[config.mk]
export PLATFORM = sky130hd
export DESIGN_NAME = cnt_dly_gen2_flat
export DESIGN_NICKNAME = d
export VERILOG_FILES = /design/src/rtl/cnt_dly_gen2_if.sv /design/src/rtl/cnt_dly_gen2.sv /design/src/flat_wrapper.sv
export SDC_FILE = /design/constraint.sdc
export NUM_CORES = 1
export LEC_CHECK = 0
export ABC_AREA = 1
export BUFFER_PORTS_ARGS = -buffer_cell sky130_fd_sc_hd__buf_2
export CAP_MARGIN = 20
export CORE_MARGIN = 10
export CORE_UTILIZATION = 45
export CTS_BUF_LIST = sky130_fd_sc_hd__clkbuf_4 sky130_fd_sc_hd__clkbuf_8 sky130_fd_sc_hd__clkbuf_16
export CTS_CLUSTER_DIAMETER = 30
export DETAILED_ROUTE_END_ITERATION = 12
export GPL_ROUTABILITY_DRIVEN = 1
export PLACE_DENSITY = 0.67
export SETUP_SLACK_MARGIN = 0.3
export SLEW_MARGIN = 0
export SYNTH_ARGS = -nofsm -noshare
export SYNTH_HDL_FRONTEND = slang
export SYNTH_SLANG_ARGS = --single-unit
[constraint.sdc]
create_clock -name i_clk -period 2.07 [get_ports i_clk]
set_input_delay 0.414 -clock i_clk [delete_from_list [all_inputs] [get_ports i_clk]]
set_output_delay 0.414 -clock i_clk [all_outputs]
set_load 0.01 [all_outputs]
[src/rtl/cnt_dly_gen2_if.sv]
// rtl/cnt_dly_gen2_if.sv - control/status bundle for the counter/delay macrocell
// Groups every non-clock, non-reset signal of cnt_dly_gen2.
interface cnt_dly_gen2_if #(
   parameter int BIT_WIDTH = 14
) ();
   logic                 i_tick;
   logic [1:0]           i_mode;
   logic [1:0]           i_edge_sel;
   logic [BIT_WIDTH-1:0] i_data_from_register;
   logic                 i_in;
   logic                 i_up;
   logic                 i_keep;
   logic                 o_out;
   logic                 o_edge_detect_out;
   logic [BIT_WIDTH-1:0] o_count;

   modport master (
      output i_tick, i_mode, i_edge_sel, i_data_from_register, i_in, i_up, i_keep,
      input  o_out, o_edge_detect_out, o_count
   );

   modport slave (
      input  i_tick, i_mode, i_edge_sel, i_data_from_register, i_in, i_up, i_keep,
      output o_out, o_edge_detect_out, o_count
   );
endinterface

[src/rtl/cnt_dly_gen2.sv]
// rtl/cnt_dly_gen2.sv - configurable delay / one-shot / counter / edge-detect macrocell
// Modes: 0 DLY (filtered delay), 1 ONESHOT, 2 CNT (free-running divider), 3 EDGE_DETECT.
module cnt_dly_gen2 #(
   parameter int BIT_WIDTH = 14,
   parameter int SYNC_IN   = 1
) (
   input  logic         i_clk,
   input  logic         i_reset,
   cnt_dly_gen2_if.slave bus
);

   localparam logic [1:0] M_DLY  = 2'd0;
   localparam logic [1:0] M_ONE  = 2'd1;
   localparam logic [1:0] M_CNT  = 2'd2;
   localparam logic [1:0] M_EDGE = 2'd3;

   typedef enum logic {IDLE = 1'b0, RUN = 1'b1} state_t;

   logic                 s_in;
   logic                 s_q, s_dly_q;
   logic [1:0]           mode_q;
   state_t               state_q, state_d;
   logic [BIT_WIDTH-1:0] count_q, count_d;
   logic                 target_q, target_d;
   logic                 out_q, out_d;
   logic                 edge_q, edge_d;

   logic                 rise, fall, qe, nq, cnt_rst, mode_chg;
   logic [1:0]           sel;

   generate
      if (SYNC_IN != 0) begin : g_sync
         logic [1:0] sync_q;
         // two-flop synchroniser for the asynchronous trigger input
         always_ff @(posedge i_clk) begin
            if (i_reset) sync_q <= 2'b00;
            else         sync_q <= {sync_q[0], bus.i_in};
         end
         assign s_in = sync_q[1];
      end else begin : g_nosync
         assign s_in = bus.i_in;
      end
   endgenerate

   // edge classification, mode-change detection and next-state logic
   always_comb begin
      rise     = s_q & ~s_dly_q;
      fall     = ~s_q & s_dly_q;
      mode_chg = (bus.i_mode != mode_q);
      // level select only means something to the counter
      sel      = bus.i_edge_sel;
      if (bus.i_mode != M_CNT && sel == 2'd3) sel = 2'd0;
      case (sel)
         2'd0:    qe = rise | fall;
         2'd1:    qe = fall;
         default: qe = rise;
      endcase
      nq       = (sel == 2'd1 && rise) || (sel == 2'd2 && fall);
      cnt_rst  = (sel == 2'd3) ? s_q : qe;

      state_d  = state_q;
      count_d  = count_q;
      target_d = target_q;
      out_d    = out_q;
      edge_d   = qe;

      if (mode_chg) begin
         state_d = IDLE;
         count_d = '0;
         out_d   = 1'b0;
         edge_d  = 1'b0;
      end else begin
         case (bus.i_mode)
            M_DLY: begin
               if (qe) begin
                  // any qualifying edge (re)starts the run, filtering glitches
                  state_d  = RUN;
                  count_d  = '0;
                  target_d = s_q;
               end else if (nq) begin
                  state_d = IDLE;
                  out_d   = s_q;
               end else if (state_q == RUN && bus.i_tick) begin
                  if (count_q == bus.i_data_from_register) begin
                     out_d   = target_q;
                     state_d = IDLE;
                  end else begin
                     count_d = count_q + BIT_WIDTH'(1);
                  end
               end
            end
            M_ONE: begin
               if (state_q == IDLE) begin
                  if (qe) begin
                     out_d   = 1'b1;
                     count_d = '0;
                     state_d = RUN;
                  end
               end else if (bus.i_tick) begin
                  if (count_q == bus.i_data_from_register) begin
                     out_d   = 1'b0;
                     state_d = IDLE;
                  end else begin
                     count_d = count_q + BIT_WIDTH'(1);
                  end
               end
            end
            M_CNT: begin
               state_d = IDLE;
               out_d   = 1'b0;
               if (cnt_rst) begin
                  count_d = bus.i_up ? '0 : bus.i_data_from_register;
               end else if (bus.i_tick && !bus.i_keep) begin
                  if (bus.i_up) begin
                     if (count_q == bus.i_data_from_register) begin
                        count_d = '0;
                        out_d   = 1'b1;
                     end else begin
                        count_d = count_q + BIT_WIDTH'(1);
                     end
                  end else begin
                     if (count_q == '0) begin
                        count_d = bus.i_data_from_register;
                        out_d   = 1'b1;
                     end else begin
                        count_d = count_q - BIT_WIDTH'(1);
                     end
                  end
               end
            end
            default: begin
               state_d = IDLE;
               out_d   = qe;
            end
         endcase
      end
   end

   // state register; reset clears everything including the mode register
   always_ff @(posedge i_clk) begin
      if (i_reset) begin
         s_q      <= 1'b0;
         s_dly_q  <= 1'b0;
         mode_q   <= 2'd0;
         state_q  <= IDLE;
         count_q  <= '0;
         target_q <= 1'b0;
         out_q    <= 1'b0;
         edge_q   <= 1'b0;
      end else begin
         s_q      <= s_in;
         s_dly_q  <= s_q;
         mode_q   <= bus.i_mode;
         state_q  <= state_d;
         count_q  <= count_d;
         target_q <= target_d;
         out_q    <= out_d;
         edge_q   <= edge_d;
      end
   end

   assign bus.o_out             = out_q;
   assign bus.o_edge_detect_out = edge_q;
   assign bus.o_count           = count_q;

endmodule

[src/flat_wrapper.sv]
// flat-port wrapper written by rule: the top's interface ports become plain ports
module cnt_dly_gen2_flat 
#(
   parameter int BIT_WIDTH = 14,
   parameter int SYNC_IN   = 1
)
  (i_clk, i_reset, bus_i_tick, bus_i_mode, bus_i_edge_sel, bus_i_data_from_register, bus_i_in, bus_i_up, bus_i_keep, bus_o_out, bus_o_edge_detect_out, bus_o_count);
  cnt_dly_gen2_if #(.BIT_WIDTH(BIT_WIDTH)) bus_i ();
  input  logic i_clk;
  input  logic i_reset;
  input wire logic [$bits(bus_i.i_tick)-1:0] bus_i_tick;
  input wire logic [$bits(bus_i.i_mode)-1:0] bus_i_mode;
  input wire logic [$bits(bus_i.i_edge_sel)-1:0] bus_i_edge_sel;
  input wire logic [$bits(bus_i.i_data_from_register)-1:0] bus_i_data_from_register;
  input wire logic [$bits(bus_i.i_in)-1:0] bus_i_in;
  input wire logic [$bits(bus_i.i_up)-1:0] bus_i_up;
  input wire logic [$bits(bus_i.i_keep)-1:0] bus_i_keep;
  output wire logic [$bits(bus_i.o_out)-1:0] bus_o_out;
  output wire logic [$bits(bus_i.o_edge_detect_out)-1:0] bus_o_edge_detect_out;
  output wire logic [$bits(bus_i.o_count)-1:0] bus_o_count;
  assign bus_i.i_tick = bus_i_tick;
  assign bus_i.i_mode = bus_i_mode;
  assign bus_i.i_edge_sel = bus_i_edge_sel;
  assign bus_i.i_data_from_register = bus_i_data_from_register;
  assign bus_i.i_in = bus_i_in;
  assign bus_i.i_up = bus_i_up;
  assign bus_i.i_keep = bus_i_keep;
  assign bus_o_out = bus_i.o_out;
  assign bus_o_edge_detect_out = bus_i.o_edge_detect_out;
  assign bus_o_count = bus_i.o_count;
  cnt_dly_gen2 #(.BIT_WIDTH(BIT_WIDTH), .SYNC_IN(SYNC_IN)) u_core (.i_clk(i_clk), .i_reset(i_reset), .bus(bus_i));
endmodule
Word level (Yosys, flattened, before mapping):

Index checks and enable logic that the tools add are counted.

* register bits after elaboration: 24
* output and inout bits: 16
* word-level logic and storage cells: 92
* input port bits: 24

* add/sub/neg operators: 2
* multiplexer cells: 39
* reductions and logical operators: 16
* equality and inequality tests: 20
* bitwise operators: 6

Operators by type and width (count)
* 14-bit 2-to-1 mux: 13
* 14-bit case mux with 3 select lines: 1
* 1-bit 2-to-1 mux: 21
* 3-bit by 1-bit != test with 1-bit output (second input constant): 5
* 14-bit by 1-bit adder with 14-bit output (second input constant): 1
* 14-bit == test: 1
* 14-bit logical NOT: 1
* 14-bit by 1-bit subtractor with 14-bit output (second input constant): 1
* 6-bit AND reduction: 2
* 2-bit == test (second input constant): 4
* 4-bit by 1-bit != test with 1-bit output (second input constant): 2
* 3-bit != test (second input constant): 2
* 1-bit logical AND: 5
* 2-bit by 1-bit == test with 1-bit output (second input constant): 2
* 2-bit logical NOT: 2
* 2-bit != test (second input constant): 2
* 1-bit case mux with 2 select lines: 2
* 3-bit by 2-bit != test with 1-bit output (second input constant): 1
* 1-bit NOT: 3
* 1-bit case mux with 3 select lines: 1
* 3-bit AND reduction: 1
* 3-bit nonzero test: 1
* 1-bit AND: 2
* 2-bit 2-to-1 mux: 1
* other kinds (6): 6

Logic depth before layout (Yosys ltp):

* word-level depth: 9
* mapped depth: 17
* gate-level depth less buffers: 16

Worst setup path before layout:

No wires, ideal clock.

* kind: register to register
* start: reg u_core.count_q[0], in the netlist u_core.bus.o_count[0]
* end: reg u_core.count_q[0], in the netlist u_core.bus.o_count[0]
* cell stages (with the launch flop): 15
* path slack: 0.000 ns
* period minus slack after synthesis: 2.070 ns
* arrival time: 2.000 ns
* data required time: 2.000 ns
* library setup time: 0.070 ns
* path through: dfxtp_1 > buf_2 > inv_1 > nand2_1 > nand2_1 > nor2_1 > nand2_1 > nor2_1 > nand2_2 > buf_6 > ha_1 > or2_2 > nand2_1 > nand2_1 > a21oi_1

* longest elaborated chain between the ends: 6
* elaborated cells on any way between the ends: 16

Ends and longest elaborated chain
* start: declaration: line cnt_dly_gen2.sv:23 `logic [BIT_WIDTH-1:0] count_q, count_d;`
* start signal: assignment: line cnt_dly_gen2.sv:155 `count_q <= count_d;`
* 14-bit by 1-bit subtractor with 14-bit output, or another cell as far along: line cnt_dly_gen2.sv:126 `count_d = count_q - BIT_WIDTH'(1);`
* 14-bit 2-to-1 mux (on tied branches)
* 14-bit 2-to-1 mux (on tied branches): line cnt_dly_gen2.sv:114, cnt_dly_gen2.sv:83
* 14-bit 2-to-1 mux (on tied branches): line cnt_dly_gen2.sv:113, cnt_dly_gen2.sv:80
* 14-bit 2-to-1 mux (on tied branches): line cnt_dly_gen2.sv:111, cnt_dly_gen2.sv:75
* 14-bit case mux with 3 select lines (*): line cnt_dly_gen2.sv:73 `case (bus.i_mode)`

Every way passes the cells marked *; elsewhere a longest branch is shown, timed or not. The select of a mux whose other input is x is not followed.
A chain may end at the register's enable or synchronous reset.

Worst setup path in the final report:

* start: reg u_core.count_q[6], in the netlist u_core.bus.o_count[6]
* end: reg u_core.count_q[5], in the netlist u_core.bus.o_count[5]

* longest elaborated chain between the ends: 6
* elaborated cells on any way between the ends: 14

Ends and longest elaborated chain (line)
* 14-bit == test or 14-bit logical NOT (tied branches)
* 14-bit 2-to-1 mux (on tied branches) (4 in a row)
* 14-bit case mux with 3 select lines (*): cnt_dly_gen2.sv:73

Marked as above.

==> out/qor.csv <==
metric;value;unit
status;complete, no violations;
area_growth_syn_to_layout;32.20;%
hold_viol;0;
maxCapViolations;0;
fin_skew;0.006710;ns
die_w;102.8;µm
fmax;521.5;MHz
hp-class;in -> reg;
avgRoutedWirePerCell;13.95;µm
cp_cell_sequence;inv_1, nand2_1, nand2_1, nor2_1, nand2_1, nor2_2, nand2_4, buf_12, o21ai_1, nand2_1, nand2_2, inv_2, a21oi_2;
end_kind;flip-flop;
power;1.706;mW
start_util;45.92;%
ir_worst_vdd;0.4206;mV
synth_edf_count;0;
clk_pin_slew;0.08;ns
cts.sinks;24;
clk_latency;0.27;ns
fillers;650;
worstSetupPathType;reg -> reg;
ys_seq_area_share;15.57;%
ys_seq_elements;24;
hold_start;bus_i_in;
timing.critical_path.from;u_core.bus.o_count[6];
cp_slowest_stage_delay;0.39;ns
ys_warn_count;0;
synth_top_area_cell;nand2_1;
synth.distinct_cells;32;
combPwrFrac;51.8;%
p_sw_share;41.18;%
p_int;1.003;mW
synth_area_per_cell;5.186;µm²
vias_per_cell;5.255;
grt_max_degree;25;
synth_area;3085;µm²
cts_tree;done;
r2r_slack;0.15;ns
die_area;10570;µm²
worst_slack;0.1524;ns
ios;40;
worstMarginPinSlew;0.3737;ns
crit_fanout;12;
placementRows;30;
rr_startpoint;u_core.bus.o_count[6];
setup_tns;0;ns
clockRootBuffer;clkbuf_8;
dp_hpwl;8009;µm
grt_pass1_wl;16220;µm
seq_power_share;29.3;%
grt_overflow_total;0;
vias;3936;
cts_made_buffers;3;
post-route-period-util;92.64;%
p_sw;702.3;µW
rsz0062_at_grt;true;
final_antenna_net_count;0;
ys_async_sr_fraction;0;%
place_congestion;0.9443;
synthTopCellsByArea;nand2_1, dfxtp_1, inv_1;
power_density;418.1;nW/µm²
slew_violations;0;
synth.most_common_cell;nand2_1;
cp_common_cell;nand2_1;
slew_headroom;75.06;%
clockPowerShare;18.9;%
antenna_found_initial;0;
synth_nets;628;
critPathRequiredTime;2.27;ns
ff2ff_path_depth;13;
coreArea;6719;µm²
yosys_most_used_dff;dfxtp_1;
drt_iter0_drc;377;
endpoint;u_core.bus.o_count[5];
post-place-ws;-0.09216;ns
n_antenna_cell;0;
p_leak;2.177;nW
crit_path_top_delay_cell;dfxtp_4;
htreeDepth;1;
r2r_end;u_core.bus.o_count[5];
fin_nets;703;
worstPathArrival;2.11;ns
drt-total-wl;10450;µm
die_y;102.8;µm
min_period;1.918;ns
firstDrtPassIters;5;
synth_top_area_share;30.90;%
grt_use_total;18.68;%
io_buffers;39;
postSynthCellCount;595;
route.detailed.drc;0;
synth_common_cells;nand2_1, inv_1, nor2_1;
whs;0.3490;ns
clockBufferDepth;2;
setup_violations;0;
drive_above_1_share;30.19;%
grt_pass1_vias;3286;
largest_register_ffs;14;
start_kind;flip-flop;
==> layer usage <==
metal / GRT usage [%] / routed length (µm) / share of wire [%] / up-vias
met1: 26.98 / 4667 / 45 / 1737
met2: 29.00 / 4684 / 45 / 190
met3: 2.279 / 1020 / 9.8 / 6
met4: 3.529 / 79 / 0.76 / 0
li1: - / - / - / 2003
met5: 0 / 0 / 0 / -
==> cells in the final DEF, fill, tap and decap left out, drive strengths merged <==
cell and n:
nand2 257, buf 94, inv 75, nor2 57, o21ai 46, a21oi 37, nand3 36, dfxtp 24
ha 9, xor2 8, nand4 7, nor3 6, clkbuf 5, xnor2 3, or2 2, o21bai 1
a22oi 1, o211ai 1
==> stage by stage <==
| step | cells | util (%) | area (µm²) |
|---|---|---|---|
| final | 749 | 60.71 | 4079 |
| after floorplan | 595 | - | 3214 |
| after global routing | 749 | 60.71 | 4079 |
| after detailed placement | 726 | 54.13 | 3637 |
| after global placement | 726 | 54.13 | 3637 |
| after CTS | 741 | 57.69 | 3876 |
==> layout make-up <==
cell class              count  area [µm²]  share of cell area [%]
clock buffers               4       55.05                   1.350
inverters                  75       304.0                   7.454
flip-flops and latches     24       525.5                   12.88
multi-input cells         471        2379                   58.31
well taps                  80       100.1                   2.454
repair buffers             95       715.7                   17.55
==> critical path, delay by kind of cell (launching register included) <==
kind / cells / cell delay, ns
flip-flops: 1 / 0.39
buffers and inverters: 3 / 0.30
AO/OA/AOI/OAI: 2 / 0.35
AND/OR/NAND/NOR: 8 / 0.80
==> power by group through the flow <==
stage / sequential [mW] / combinational, mW / clock, mW
floorplan: 0.512 / 0.529 / 0
global placement: 0.517 / 0.759 / 0
detailed placement: 0.518 / 0.765 / 0
CTS: 0.503 / 0.835 / 0.333
global route: 0.501 / 0.976 / 0.347
finish: 0.499 / 0.883 / 0.323
==> kinds of logic (layout without fill, tap and decap cells) <==
family / count (synthesis) / count (layout) / share of synthesized area, %
simple gates: 365 / 365 / 47.89
fa+ha+maj: 9 / 9 / 3.650
flops: 24 / 24 / 15.57
compound gates: 86 / 86 / 15.90
buf+inv: 100 / 174 / 13.87
xor+xnor: 11 / 11 / 3.123
==> what timing repair did <==
action,4_1_cts,5_1_grt
hold buffers,0,0
resized for setup,34,46
setup buffers,9,7
pin swaps,16,13
endpoints found under the setup margin,16,17
gates cloned,2,1
endpoints found under the hold margin,0,0
==> worst min-delay path by stage <==
stage          slack, ns                       to  depth (start not counted)
6_report            0.35  u_core.g_sync.sync_q[0]                          3
2_1_floorplan       0.39  u_core.g_sync.sync_q[1]                          2
3_5_place_dp        0.39               u_core.s_q                          2
5_1_grt             0.36  u_core.g_sync.sync_q[0]                          3
3_3_place_gp        0.39  u_core.g_sync.sync_q[1]                          2
4_1_cts             0.35  u_core.g_sync.sync_q[0]                          3
No activity file was read; power rests on OpenSTA's default activity.
